<file path="src/rtl/time_manage_pkg.sv">
// -----------------------------------------------------------------------------
// time_manage_pkg
//
// Shared definitions for the trigger-gated period generator family.
//   - state_e      : FSM state encoding (2 bits)
//   - CLK_FREQ_HZ  : system clock frequency the timers are specified against
//   - PERIOD_25MS  : clocks in 25 ms at CLK_FREQ_HZ (legacy single-channel period)
//   - ms_to_clks() : helper turning a millisecond figure into a clock count
// -----------------------------------------------------------------------------
package time_manage_pkg;

    typedef enum logic [1:0] {
        S_IDLE    = 2'd0,
        S_HOLDOFF = 2'd1,
        S_RUN     = 2'd2,
        S_DONE    = 2'd3
    } state_e;

    localparam int unsigned CLK_FREQ_HZ = 100_000_000;
    localparam int unsigned PERIOD_25MS = 2_500_000;

    // Convenience for software-facing config tables; not used by the datapath.
    function automatic int unsigned ms_to_clks(input int unsigned ms);
        return ms * (CLK_FREQ_HZ / 1000);
    endfunction

endpackage

</file>
<file path="src/rtl/time_period_chan.sv">
// -----------------------------------------------------------------------------
// time_period_chan
//
// One periodic tick channel. While run is high the counter steps 0..P-1 and
// wraps; the cycle after each wrap tick is high for one clock. P = 0 disables
// the channel. Dropping run clears the counter and suppresses any pending tick.
//
// Ports:
//   clk     in   system clock
//   rst     in   synchronous reset, active high
//   run     in   channel enable; low clears the channel
//   period  in   CNT_W period in clocks (0 = disabled)
//   tick    out  registered one-cycle tick
//   wrap    out  combinational: tick will be high next cycle
// -----------------------------------------------------------------------------
module time_period_chan #(
    parameter int unsigned CNT_W = 24
) (
    input  logic             clk,
    input  logic             rst,
    input  logic             run,
    input  logic [CNT_W-1:0] period,
    output logic             tick,
    output logic             wrap
);

    localparam logic [CNT_W-1:0] CntOne = CNT_W'(1);

    logic [CNT_W-1:0] cnt_q, cnt_d;
    logic             tick_q, tick_d;
    logic             enabled;
    logic             at_end;

    always_comb begin
        enabled = (period != '0);
        at_end  = (cnt_q == (period - CntOne));
        wrap    = run && enabled && at_end;
        tick_d  = wrap;
        cnt_d   = cnt_q;
        if (!run || !enabled) begin
            cnt_d = '0;
        end else if (at_end) begin
            cnt_d = '0;
        end else begin
            cnt_d = cnt_q + CntOne;
        end
    end

    always_ff @(posedge clk) begin
        if (rst) begin
            cnt_q  <= '0;
            tick_q <= 1'b0;
        end else begin
            cnt_q  <= cnt_d;
            tick_q <= tick_d;
        end
    end

    assign tick = tick_q;

endmodule

</file>
<file path="src/rtl/time_manage_multi.sv">
// -----------------------------------------------------------------------------
// time_manage_multi
//
// Trigger-gated multi-channel period generator. A level trigger is
// synchronised, then after a hold-off of max(holdoff,1) clocks NUM_CH channels
// emit periodic one-cycle ticks. Config is captured when leaving idle and is
// ignored until the next idle. A non-zero burst length stops the run after
// that many ch0 ticks; dropping the trigger aborts at any point.
//
// Ports:
//   sys_clk_i             in   system clock (100 MHz)
//   rst_i                 in   synchronous reset, active high
//   gpio_start_trigger_i  in   asynchronous start/enable level
//   holdoff_cfg_i         in   hold-off length in clocks
//   period_cfg_i          in   per-channel periods, ch k at [k*CNT_W +: CNT_W]
//   burst_len_i           in   ch0 ticks per run, 0 = continuous
//   holdoff_o             out  high during hold-off
//   tick_o                out  one-cycle tick per channel
//   running_o             out  high while running
//   done_o                out  high after a burst completes, until trigger drops
//   tick_cnt_o            out  saturating ch0 tick count since run start
// -----------------------------------------------------------------------------
module time_manage_multi
    import time_manage_pkg::*;
#(
    parameter int unsigned NUM_CH      = 4,
    parameter int unsigned CNT_W       = 24,
    parameter int unsigned BURST_W     = 16,
    parameter int unsigned SYNC_STAGES = 2
) (
    input  logic                    sys_clk_i,
    input  logic                    rst_i,
    input  logic                    gpio_start_trigger_i,
    input  logic [CNT_W-1:0]        holdoff_cfg_i,
    input  logic [NUM_CH*CNT_W-1:0] period_cfg_i,
    input  logic [BURST_W-1:0]      burst_len_i,
    output logic                    holdoff_o,
    output logic [NUM_CH-1:0]       tick_o,
    output logic                    running_o,
    output logic                    done_o,
    output logic [BURST_W-1:0]      tick_cnt_o
);

    localparam logic [CNT_W-1:0]   CntOne   = CNT_W'(1);
    localparam logic [BURST_W-1:0] BurstOne = BURST_W'(1);

    // ------------------------------------------------------------------------
    // Trigger synchroniser (level only)
    // ------------------------------------------------------------------------
    logic [SYNC_STAGES-1:0] sync_q;
    logic                   trig_s;

    always_ff @(posedge sys_clk_i) begin
        if (rst_i) begin
            sync_q <= '0;
        end else begin
            sync_q <= {sync_q[SYNC_STAGES-2:0], gpio_start_trigger_i};
        end
    end

    assign trig_s = sync_q[SYNC_STAGES-1];

    // ------------------------------------------------------------------------
    // Declarations
    // ------------------------------------------------------------------------
    state_e state_q, state_d;

    logic [CNT_W-1:0]        holdoff_sh_q;
    logic [NUM_CH*CNT_W-1:0] period_sh_q;
    logic [BURST_W-1:0]      burst_sh_q;

    logic [CNT_W-1:0]   hold_cnt_q, hold_cnt_d;
    logic [CNT_W-1:0]   hold_end;
    logic               hold_last;
    logic [BURST_W-1:0] tick_cnt_q, tick_cnt_d;
    logic [BURST_W-1:0] tick_cnt_inc;
    logic               burst_hit;
    logic               start;
    logic               chan_run;
    logic [NUM_CH-1:0]  wrap;
    logic [NUM_CH-1:0]  tick;
    logic               unused_wrap;

    // ------------------------------------------------------------------------
    // Shared decode
    // ------------------------------------------------------------------------
    always_comb begin
        start        = (state_q == S_IDLE) && trig_s;
        // A zero hold-off still spends one cycle in S_HOLDOFF.
        hold_end     = (holdoff_sh_q == '0) ? '0 : (holdoff_sh_q - CntOne);
        hold_last    = (hold_cnt_q == hold_end);
        // Channels run only while staying in S_RUN; a trigger drop on this
        // edge therefore suppresses ticks due on the following cycle.
        chan_run     = (state_q == S_RUN) && trig_s;
        tick_cnt_inc = (tick_cnt_q == '1) ? tick_cnt_q : (tick_cnt_q + BurstOne);
        // wrap[0] means ch0 ticks next cycle; finish the burst on that edge so
        // done_o rises together with the final tick.
        burst_hit    = wrap[0] && (burst_sh_q != '0) && (tick_cnt_inc == burst_sh_q);
    end

    // ------------------------------------------------------------------------
    // FSM: state register
    // ------------------------------------------------------------------------
    always_ff @(posedge sys_clk_i) begin
        if (rst_i) begin
            state_q <= S_IDLE;
        end else begin
            state_q <= state_d;
        end
    end

    // ------------------------------------------------------------------------
    // FSM: next state
    // ------------------------------------------------------------------------
    always_comb begin
        state_d = state_q;
        case (state_q)
            S_IDLE: begin
                if (trig_s) begin
                    state_d = S_HOLDOFF;
                end
            end
            S_HOLDOFF: begin
                if (!trig_s) begin
                    state_d = S_IDLE;
                end else if (hold_last) begin
                    state_d = S_RUN;
                end
            end
            S_RUN: begin
                if (!trig_s) begin
                    state_d = S_IDLE;
                end else if (burst_hit) begin
                    state_d = S_DONE;
                end
            end
            S_DONE: begin
                if (!trig_s) begin
                    state_d = S_IDLE;
                end
            end
            default: state_d = S_IDLE;
        endcase
    end

    // ------------------------------------------------------------------------
    // FSM: outputs
    // ------------------------------------------------------------------------
    always_comb begin
        holdoff_o  = (state_q == S_HOLDOFF);
        running_o  = (state_q == S_RUN);
        done_o     = (state_q == S_DONE);
        tick_o     = tick;
        tick_cnt_o = tick_cnt_q;
    end

    // ------------------------------------------------------------------------
    // Counters
    // ------------------------------------------------------------------------
    always_comb begin
        if ((state_q == S_HOLDOFF) && trig_s && !hold_last) begin
            hold_cnt_d = hold_cnt_q + CntOne;
        end else begin
            hold_cnt_d = '0;
        end

        tick_cnt_d = tick_cnt_q;
        if (start) begin
            tick_cnt_d = '0;
        end else if (wrap[0]) begin
            tick_cnt_d = tick_cnt_inc;
        end
    end

    always_ff @(posedge sys_clk_i) begin
        if (rst_i) begin
            hold_cnt_q <= '0;
            tick_cnt_q <= '0;
        end else begin
            hold_cnt_q <= hold_cnt_d;
            tick_cnt_q <= tick_cnt_d;
        end
    end

    // ------------------------------------------------------------------------
    // Shadow config, captured only when a run starts
    // ------------------------------------------------------------------------
    always_ff @(posedge sys_clk_i) begin
        if (rst_i) begin
            holdoff_sh_q <= '0;
            period_sh_q  <= '0;
            burst_sh_q   <= '0;
        end else if (start) begin
            holdoff_sh_q <= holdoff_cfg_i;
            period_sh_q  <= period_cfg_i;
            burst_sh_q   <= burst_len_i;
        end
    end

    // ------------------------------------------------------------------------
    // Tick channels
    // ------------------------------------------------------------------------
    for (genvar k = 0; k < NUM_CH; k++) begin : g_chan
        time_period_chan #(
            .CNT_W (CNT_W)
        ) u_chan (
            .clk    (sys_clk_i),
            .rst    (rst_i),
            .run    (chan_run),
            .period (period_sh_q[k*CNT_W +: CNT_W]),
            .tick   (tick[k]),
            .wrap   (wrap[k])
        );
    end

    // Only ch0's wrap drives the burst logic.
    assign unused_wrap = ^wrap;

endmodule

</file>
<file path="config.mk">
export PLATFORM = sky130hd
export DESIGN_NAME = time_manage_multi
export DESIGN_NICKNAME = d
export VERILOG_FILES = /design/src/rtl/time_manage_pkg.sv /design/src/rtl/time_period_chan.sv /design/src/rtl/time_manage_multi.sv
export SDC_FILE = /design/constraint.sdc
export NUM_CORES = 1
export LEC_CHECK = 0
export ABC_AREA = 0
export CAP_MARGIN = 20
export CELL_PAD_IN_SITES_DETAIL_PLACEMENT = 0
export CELL_PAD_IN_SITES_GLOBAL_PLACEMENT = 1
export CORE_MARGIN = 8
export CORE_UTILIZATION = 35
export CTS_CLUSTER_SIZE = 12
export DETAILED_ROUTE_END_ITERATION = 12
export PLACE_DENSITY = 0.68
export SKIP_CTS_REPAIR_TIMING = 1
export SYNTH_ARGS = -nofsm -noshare
export SYNTH_HDL_FRONTEND = slang
export SYNTH_SLANG_ARGS = --single-unit
export TNS_END_PERCENT = 30
</file>
<file path="constraint.sdc">
create_clock -name sys_clk_i -period 4.1 [get_ports sys_clk_i]
set_input_delay 0.41 -clock sys_clk_i [delete_from_list [all_inputs] [get_ports sys_clk_i]]
set_output_delay 0.41 -clock sys_clk_i [all_outputs]
set_load 0.01 [all_outputs]
</file>
==> reports/metrics.cfg, run 1 <==
[status]
status = finished clean

[global_routing]
grt_start_max_net_pins = 81
grt_pass1_vias = 14400
antenna_found_initial = 4
grt-ovfl-total = 0
grt_pass1_wl_um = 77700
grt_use_total = 0.175

[floorplanning]
start_util = 0.356
die_x_um = 231
core-area_um2 = 45500
die_area_um2 = 53300
die-height_um = 231
io_pins = 162
placementRows = 78

[worst_hold_path]
hp-class = in -> reg

[placed_design]
hpwlAfterDp_um = 35700
place_congestion = 0.865
port_buffers = 161
placed_area_um2 = 18200
dp_slack_ns = 0.448
place_inst = 2766

[power_and_ir_drop]
vdd_ir_drop_max_v = 0.000285
p_per_area_nw_per_um2 = 369
p_sw_w = 0.00187
p_comb_frac = 0.150
seqPwrFrac = 0.397
power_leakage_nw = 6.64
p_sw_frac = 0.261
total_power_w = 0.00717
power.internal_w = 0.00530
power.share.clock = 0.453

[detailed_routing]
postRouteAntennaNets = 0
first_iter_violations = 868
vias = 14800
viasPerCell = 5.25
firstDrtPassIters = 5
drc = 0
wl_um = 47800
wire_per_inst_um = 16.9

[yosys]
synth.avg_cell_area_um2 = 7.69
synth_enable_flop_cells = 0
ys_warn_count = 0
yosys.area.top_type = dfxtp_1
synth_top_area_share = 0.347
synth_ff_type = dfxtp_1
synth_common_cells = nand2_1 (363), dfxtp_1 (280), nor2_1 (214)
synthArstFlopShare = 0
syn-num-nets = 2256
ys_types = 82
syn_inst = 2102
yosysMostFrequentCell = nand2_1
synth_area_um2 = 16200
ys_ff_latch = 280
synthTopCellsByArea = dfxtp_1 (35%), nand2_1 (8.4%), xnor2_1 (8.2%)
yosysSeqAreaShare = 0.347

[timing]
hold_viol_final = 0
finalWorstPathRequiredPeriod_ns = 3.70
finalSetupTns_ns = 0
fmax_mhz = 270
period_share = 0.903
fin_worst_skew_ns = 0.0129
setup_viol_count_final = 0
rsz0062_at_grt = false
worst_pin_slew_ns = 0.912
setup_slack_ns = 0.396
drv_slew = 0
maxSlewHeadroom = 0.392

[finish]
syn_to_final_growth_pct = 20.2
diodes = 0
drive_above_1_share = 0.0543
postLayoutCellArea_um2 = 19400
nets = 2358
fin_cells = 2828

[setup_path]
worstSetupPathType = reg -> reg
path_max_fanout = 24
crit_required_ns = 4.47
endpoint_kind = flop
worst_setup_path_start_kind = flop
crit_chain = inv_1 > ha_1 > or4b_1 > nor4_1 > mux2i_1 > xnor2_1 > or3b_2 > nand4b_1 > nor4_4 > buf_4 > nor3_1
slowest_delay_ns = 0.50
slowest_stage = nor4_1
cp.arrival_ns = 4.08

[clocking]
cts_sinks = 280
clockRootBuffer = clkbuf_16
htree_levels = 2
clockBufferDepth = 3
cts.clk_slew.worst_paths_ns = 0.06
cts_tree = built
cts_buffers = 36
clk_latency_ns = 0.53

[flow_run]
drv_cap = 0

[sequential cells by signal, summed over array words and instances (netlist names)]
name and count:
g_chan.u_chan.cnt_q 96, period_sh_q 96, hold_cnt_q 24, holdoff_sh_q 24, burst_sh_q 16, tick_cnt_o 16
g_chan.u_chan.tick 4, state_q 2, sync_q 2
[routing by layer]
metal / global-route usage / routed length (um) / vias to the layer above
met5: 0 / 52 / -
met4: 0.0525 / 1020 / 8
met3: 0.0435 / 2910 / 77
met2: 0.274 / 21000 / 309
met1: 0.235 / 22800 / 6920
li1: - / - / 7532
[layout make-up]
class,count,area (um^2)
clock buffers,51,1050
clock inverters,11,168
fillers,4696,26000
inverters,38,143
multi-input cells,1662,9920
flip-flops and latches,280,5610
well taps,600,751
repair buffers,186,1810
[path summary, 6_finish.rpt]
path	depth (start not counted)	endpoint	startpoint	slack (ns)
worst max-delay path	11	hold_cnt_q[10]	holdoff_sh_q[0]	0.40
worst min-delay path	3	burst_sh_q[12]	burst_len_i[12]	0.42
worst min register to register	1	sync_q[1]	sync_q[0]	0.46
worst max register to register	11	hold_cnt_q[10]	holdoff_sh_q[0]	0.40
[worst max-delay path, delay by kind of cell, from the launching register on]
family | cells | cell delay [ns]
xor+xnor | 1 | 0.09
fa+ha+maj | 1 | 0.20
mux | 1 | 0.37
buf+inv | 2 | 0.40
simple gates | 6 | 2.10
flops | 1 | 0.37
[metrics by stage]
step	hold slack, ns	utilization
after floorplan	0.414	-
after global placement	0.442	0.401
after detailed placement	0.451	0.401
after CTS	0.383	0.427
after global routing	0.408	0.427
final	0.423	0.427
[cell usage in the layout, fill, tap and decap left out, types with 6 or more instances in the layout]
cell type        count
nand2_1            362
dfxtp_1            280
nor2_1             214
a21oi_1            165
clkdlybuf4s50_1    160
xnor2_1            152
xor2_1             124
nor3_1              86
nand3_1             77
nand4_1             56
nor4_1              41
inv_1               38
clkbuf_16           37
and3_1              36
o21ai_0             26
or3_1               26
buf_4               25
or4_1               20
mux2i_1             19
and2_1              17
a211oi_1            17
a31oi_1             16
ha_1                15
nor2b_1             10
or2_2               10
o21a_1              10
o2111ai_1            9
nand3b_1             8
nor4b_1              8
o31ai_1              8
nand2b_1             7
nor3b_1              7
nand4b_1             7
clkbuf_1             7
clkbuf_8             7
and4_1               6
[power by group through the flow]
stage	logic (W)	clock network [W]	registers [W]
final	0.00108	0.00324	0.00284
after global routing	0.00120	0.00348	0.00285
after CTS	0.00108	0.00337	0.00284
after detailed placement	0.00107	0	0.00290
after global placement	0.00106	0	0.00290
after floorplan	0.000751	0	0.00287
[kinds of logic (layout without fill, tap and decap cells)]
group	after synthesis	in the layout	share of synthesized area
compound gates	328	328	0.130
xor+xnor	277	277	0.151
fa+ha+maj	15	15	0.0116
buf+inv	160	286	0.0411
flops	280	280	0.347
mux	20	20	0.0125
simple gates	1022	1022	0.307
Power figures use the tool's default switching activity.
==> run 2, diff against run 1 <==
--- a/config.mk
+++ b/config.mk
@@ -9,7 +9,6 @@
 export CAP_MARGIN = 20
 export CELL_PAD_IN_SITES_DETAIL_PLACEMENT = 0
 export CELL_PAD_IN_SITES_GLOBAL_PLACEMENT = 1
-export CORE_MARGIN = 8
 export CORE_UTILIZATION = 35
 export CTS_CLUSTER_SIZE = 12
 export DETAILED_ROUTE_END_ITERATION = 12
==> run 2 against run 1 <==
Clock power is 6% lower. Die area fell by 12%. Worst hold slack lost 0.036 ns. Combinational power about the same.
==> reports/metrics.cfg, run 2 (synthesized netlist as in run 1, its figures left out) <==
[status]
status = finished clean

[placed_design]
dp_slack_ns = 0.514  ; +0.0665 ns
place_congestion = 0.916  ; +5.9%
port_buffers = 161  ; unchanged
hpwlAfterDp_um = 34900  ; -2.3%

[detailed_routing]
first_iter_violations = 693  ; -20%
postRouteAntennaNets = 0  ; unchanged
viasPerCell = 5.27  ; +0.36%
vias = 14900  ; +0.11%
wl_um = 46800  ; -2.1%
drc = 0  ; unchanged
firstDrtPassIters = 5  ; unchanged
wire_per_inst_um = 16.6  ; -1.8%

[timing]
rsz0062_at_grt = false
finalSetupTns_ns = 0  ; unchanged
finalWorstPathRequiredPeriod_ns = 3.63  ; -0.0784 ns
maxSlewHeadroom = 0.351  ; -0.0406
drv_slew = 0  ; unchanged
fmax_mhz = 276  ; +2.2%
hold_viol_final = 0  ; unchanged
fin_worst_skew_ns = 0.0189  ; +0.00601 ns
setup_viol_count_final = 0  ; unchanged
period_share = 0.884  ; -0.0191
setup_slack_ns = 0.474  ; +0.0784 ns
worst_pin_slew_ns = 0.964  ; +0.0521 ns

[setup_path]
path_max_fanout = 10  ; -58%
slowest_delay_ns = 0.60  ; +0.10 ns
crit_required_ns = 4.57  ; +0.10 ns
endpoint_kind = flop
crit_buf_inv = 2  ; unchanged
worstSetupPathType = reg -> reg
critPathTopFamily = simple AND/OR/NAND/NOR gates
crit_chain = inv_1 > ha_1 > nor3b_1 > buf_4 > nand4_1 > nor4b_1 > a2bb2oi_1 > nor4b_1 > nand4_1 > or4b_1 > nand2_1
slowest_stage = or4b_1
cp.arrival_ns = 4.10  ; +0.02 ns
worst_setup_path_start_kind = flop

[finish]
fillers = 4715  ; +0.40%
nets = 2353  ; -0.21%
diodes = 0  ; unchanged
syn_to_final_growth_pct = 19.5
drive_above_1_share = 0.0513  ; -0.00298
mostFrequentLayoutCells = nand2_1 (362), dfxtp_1 (280), nor2_1 (214), a21oi_1 (165), clkdlybuf4s50_1 (160)
final_common_cell = nand2_1
reg_top3 = g_chan.u_chan.cnt_q x96, period_sh_q x96

[power_and_ir_drop]
p_sw_frac = 0.265  ; +0.00389
vdd_ir_drop_max_v = 0.000285  ; about the same
power_leakage_nw = 6.59  ; -0.79%
p_sw_w = 0.00185  ; -1.1%
p_per_area_nw_per_um2 = 361  ; -2.0%
power.internal_w = 0.00513  ; -3.1%
power.share.clock = 0.439  ; -0.014
seqPwrFrac = 0.407  ; +0.010
p_comb_frac = 0.154  ; +0.004

[clocking]
clockBufferDepth = 3  ; unchanged
cts.clk_slew.worst_paths_ns = 0.06  ; about the same
htree_levels = 2  ; unchanged
cts_buffers = 34  ; -5.6%
cts_tree = built
cts_sinks = 280  ; unchanged
clockRootBuffer = clkbuf_16
clk_latency_ns = 0.54  ; about the same

[floorplanning]
io_pins = 162  ; unchanged
die_x_um = 217  ; -6.1%
start_util = 0.356  ; unchanged
core-area_um2 = 45500  ; unchanged
die-height_um = 217  ; -6.1%
placementRows = 78  ; unchanged
die_area_um2 = 47100  ; -12%

[worst_hold_path]
hp-class = in -> reg

[flow_run]
drv_cap = 0  ; unchanged

[global_routing]
grt-ovfl-total = 0  ; unchanged
grt_start_max_net_pins = 81  ; unchanged
antenna_found_initial = 0  ; -4
grt_pass1_wl_um = 75500  ; -2.8%
grt_pass1_vias = 14200  ; -0.87%
grt_use_total = 0.198  ; +0.0229

run 2: cell types whose count changed in the layout (fill, tap and decap cells not counted), sizes merged:
cell	previous run	this run
clkinv	5	3
clkinvlp	2	1
buf	26	23
bufinv	4	2
inv	38	39
run 2: routing by layer:
layer	share of wire	vias up	track usage
li1	-	7510	-
met1	0.48	6947	0.264
met2	0.45	333	0.323
met3	0.049	72	0.0326
met4	0.025	0	0.0674
met5	0	-	0
run 2: path summary, 6_finish.rpt:
check | from | to | slack [ns] | cells past startpoint
setup / recovery | period_sh_q[0] | tick_cnt_o[11] | 0.47 | 11
hold / removal | rst_i | state_q[0] | 0.39 | 4
setup reg to reg | period_sh_q[0] | tick_cnt_o[11] | 0.47 | 11
hold reg to reg | sync_q[0] | sync_q[1] | 0.45 | 1
run 2: power by group through the flow:
stage | Clock (W) | Combinational, W | Sequential, W
floorplan | 0 | 0.000751 | 0.00287
global placement | 0 | 0.00106 | 0.00290
detailed placement | 0 | 0.00106 | 0.00290
CTS | 0.00318 | 0.00107 | 0.00284
global route | 0.00327 | 0.00118 | 0.00285
finish | 0.00306 | 0.00107 | 0.00284
run 2: worst reg2reg max path, delay by kind of cell, from the launching register on:
| family | cells | cell delay (ns) |
|---|---|---|
| adder cells (fa/ha/maj) | 1 | 0.23 |
| AND/OR/NAND/NOR | 7 | 2.42 |
| AO/OA/AOI/OAI | 1 | 0.21 |
| flip-flops | 1 | 0.40 |
| buffers and inverters | 2 | 0.31 |
run 2: final cells by class:
class / instances / area, um^2 / share of cell area
Clock inverter: 7 / 91.3 / 0.00473
Sequential cell: 280 / 5610 / 0.290
Tap cell: 600 / 751 / 0.0389
Multi-Input combinational cell: 1662 / 9910 / 0.513
Clock buffer: 51 / 1040 / 0.0536
Inverter: 38 / 143 / 0.00738
Timing Repair Buffer: 183 / 1790 / 0.0925
run 2: metrics by stage:
stage | util | area (um^2) | hold slack, ns | power, W | cells
2_1_floorplan | - | 16200 | 0.414 | 0.00362 | 2102
3_3_place_gp | 0.400 | 18200 | 0.443 | 0.00396 | 2763
3_5_place_dp | 0.400 | 18200 | 0.429 | 0.00397 | 2763
4_1_cts | 0.425 | 19300 | 0.350 | 0.00709 | 2821
5_1_grt | 0.425 | 19300 | 0.406 | 0.00730 | 2821
6_report | 0.425 | 19300 | 0.387 | 0.00698 | 2821
==> RTL change, RTL diff (config.mk and constraints of run 1) <==
Encoding of `state_e`: now one-hot (4 bits for 4 states).
--- a/src/rtl/time_manage_pkg.sv
+++ b/src/rtl/time_manage_pkg.sv
@@ -9,11 +9,11 @@
 // -----------------------------------------------------------------------------
 package time_manage_pkg;
 
-    typedef enum logic [1:0] {
-        S_IDLE    = 2'd0,
-        S_HOLDOFF = 2'd1,
-        S_RUN     = 2'd2,
-        S_DONE    = 2'd3
+    typedef enum logic [3:0] {
+        S_IDLE    = 4'b0001,
+        S_HOLDOFF = 4'b0010,
+        S_RUN     = 4'b0100,
+        S_DONE    = 4'b1000
     } state_e;
 
     localparam int unsigned CLK_FREQ_HZ = 100_000_000;
Check against the original RTL: same outputs for any inputs over 4 cycles, from zero or initial values and one cycle with rst_i high; so few cycles prove little.
==> RTL change against run 1 <==
Worst setup slack better by 27 ps. Synthesized cell count is 0.48% higher. Maximum frequency is 0.74% higher. Wire length is 0.60% lower. Via count is 1.3% higher. Highest routed layer is now met4. Power is 0.33% higher. Area after synthesis is 0.49% higher. Largest power group unchanged. Cell area is 0.78% higher. Largest cell class unchanged. Sequential cell count is 2 higher.
==> RTL change: results (changes against run 1) <==
- Sequential cell area: 5650 µm² (+0.71%)
- Actual slew at the worst max-slew pin: 1010 ps (+95.1 ps)
- Clk pwr: 3.30 mW (+2%)
- Fin cells: 2852 (+0.85%)
- Synth top area cells: dfxtp_1 35%, nand2_1 8.5%, xnor2_1 7.8%
- Rows: 79 (+1.3%)
- Non-clk bufs: 195 (+4.8%)
- Mux share of post-synthesis cell area: 1.37% (+0.12 points)
- Ant diodes: 1 (+1)
- Post-synthesis xor/xnor area fraction: 14.4% (-0.64 points)
- Place WS: 350 ps (-97.9 ps)
- Worst-path maximum fanout: 11 (-54%)
- Initial antenna violation count: 1 (-3)
- Status: completed
- Pleak: 6.75 nW (+1.7%)
- Vias in the first global route: 14500 (+0.61%)
- Cell Pwr Density: 367 nW/µm² (-0.45%)
- Buffer share of cell area: 9.52% (+0.21 points)
- DRT met1 WL: 22900 µm (+0.50%)
- Max IR drop VDD: 0.000294 V (+2.9%)
- Post-Syn Instances: 2112 (+0.48%)
- Starting DRT DRC Count: 863 (-0.58%)
- Sw frac: 25.7% (-0.36 points)
- Sink Count: 282 (+0.71%)
- GRT met2 Usage: 28.1% (+0.74 points)
- Worst EP arrival: 4110 ps (+30 ps)
- # placed instances: 2788 (+0.80%)
- Total GRT Usage: 17.3% (-0.25 points)
- Clk_skew: 26.9 ps (+14.1 ps)
- Vias: 15000 (+1.3%)
- ClkCell Share: 6.32% (+0.066 points)
-- RTL change: cell types whose count changed after synthesis, moves of 8 or more --
cell | before | now
a2111oi_0 | 3 | 12
nor3_1 | 86 | 108
nor2_1 | 214 | 173
xnor2_1 | 152 | 144
a211oi_1 | 17 | 9
nand2b_1 | 7 | 15
o21ai_0 | 26 | 36
and2_1 | 18 | 10
and3_1 | 36 | 25
nor2b_1 | 10 | 21
-- RTL change: worst paths after layout --
kind	startpoint	to	slack (ps)	depth (start not counted)
setup / recovery	period_sh_q[1]$_SDFFE_PP0P_	tick_cnt_o[6]$_SDFFE_PP0P_	420	10
hold / removal	rst_i	state_q[1]$_SDFFE_PP0P_	170	2
setup reg to reg	period_sh_q[1]$_SDFFE_PP0P_	tick_cnt_o[6]$_SDFFE_PP0P_	420	10
hold reg to reg	sync_q[0]$_SDFF_PP0_	sync_q[1]$_SDFF_PP0_	470	1
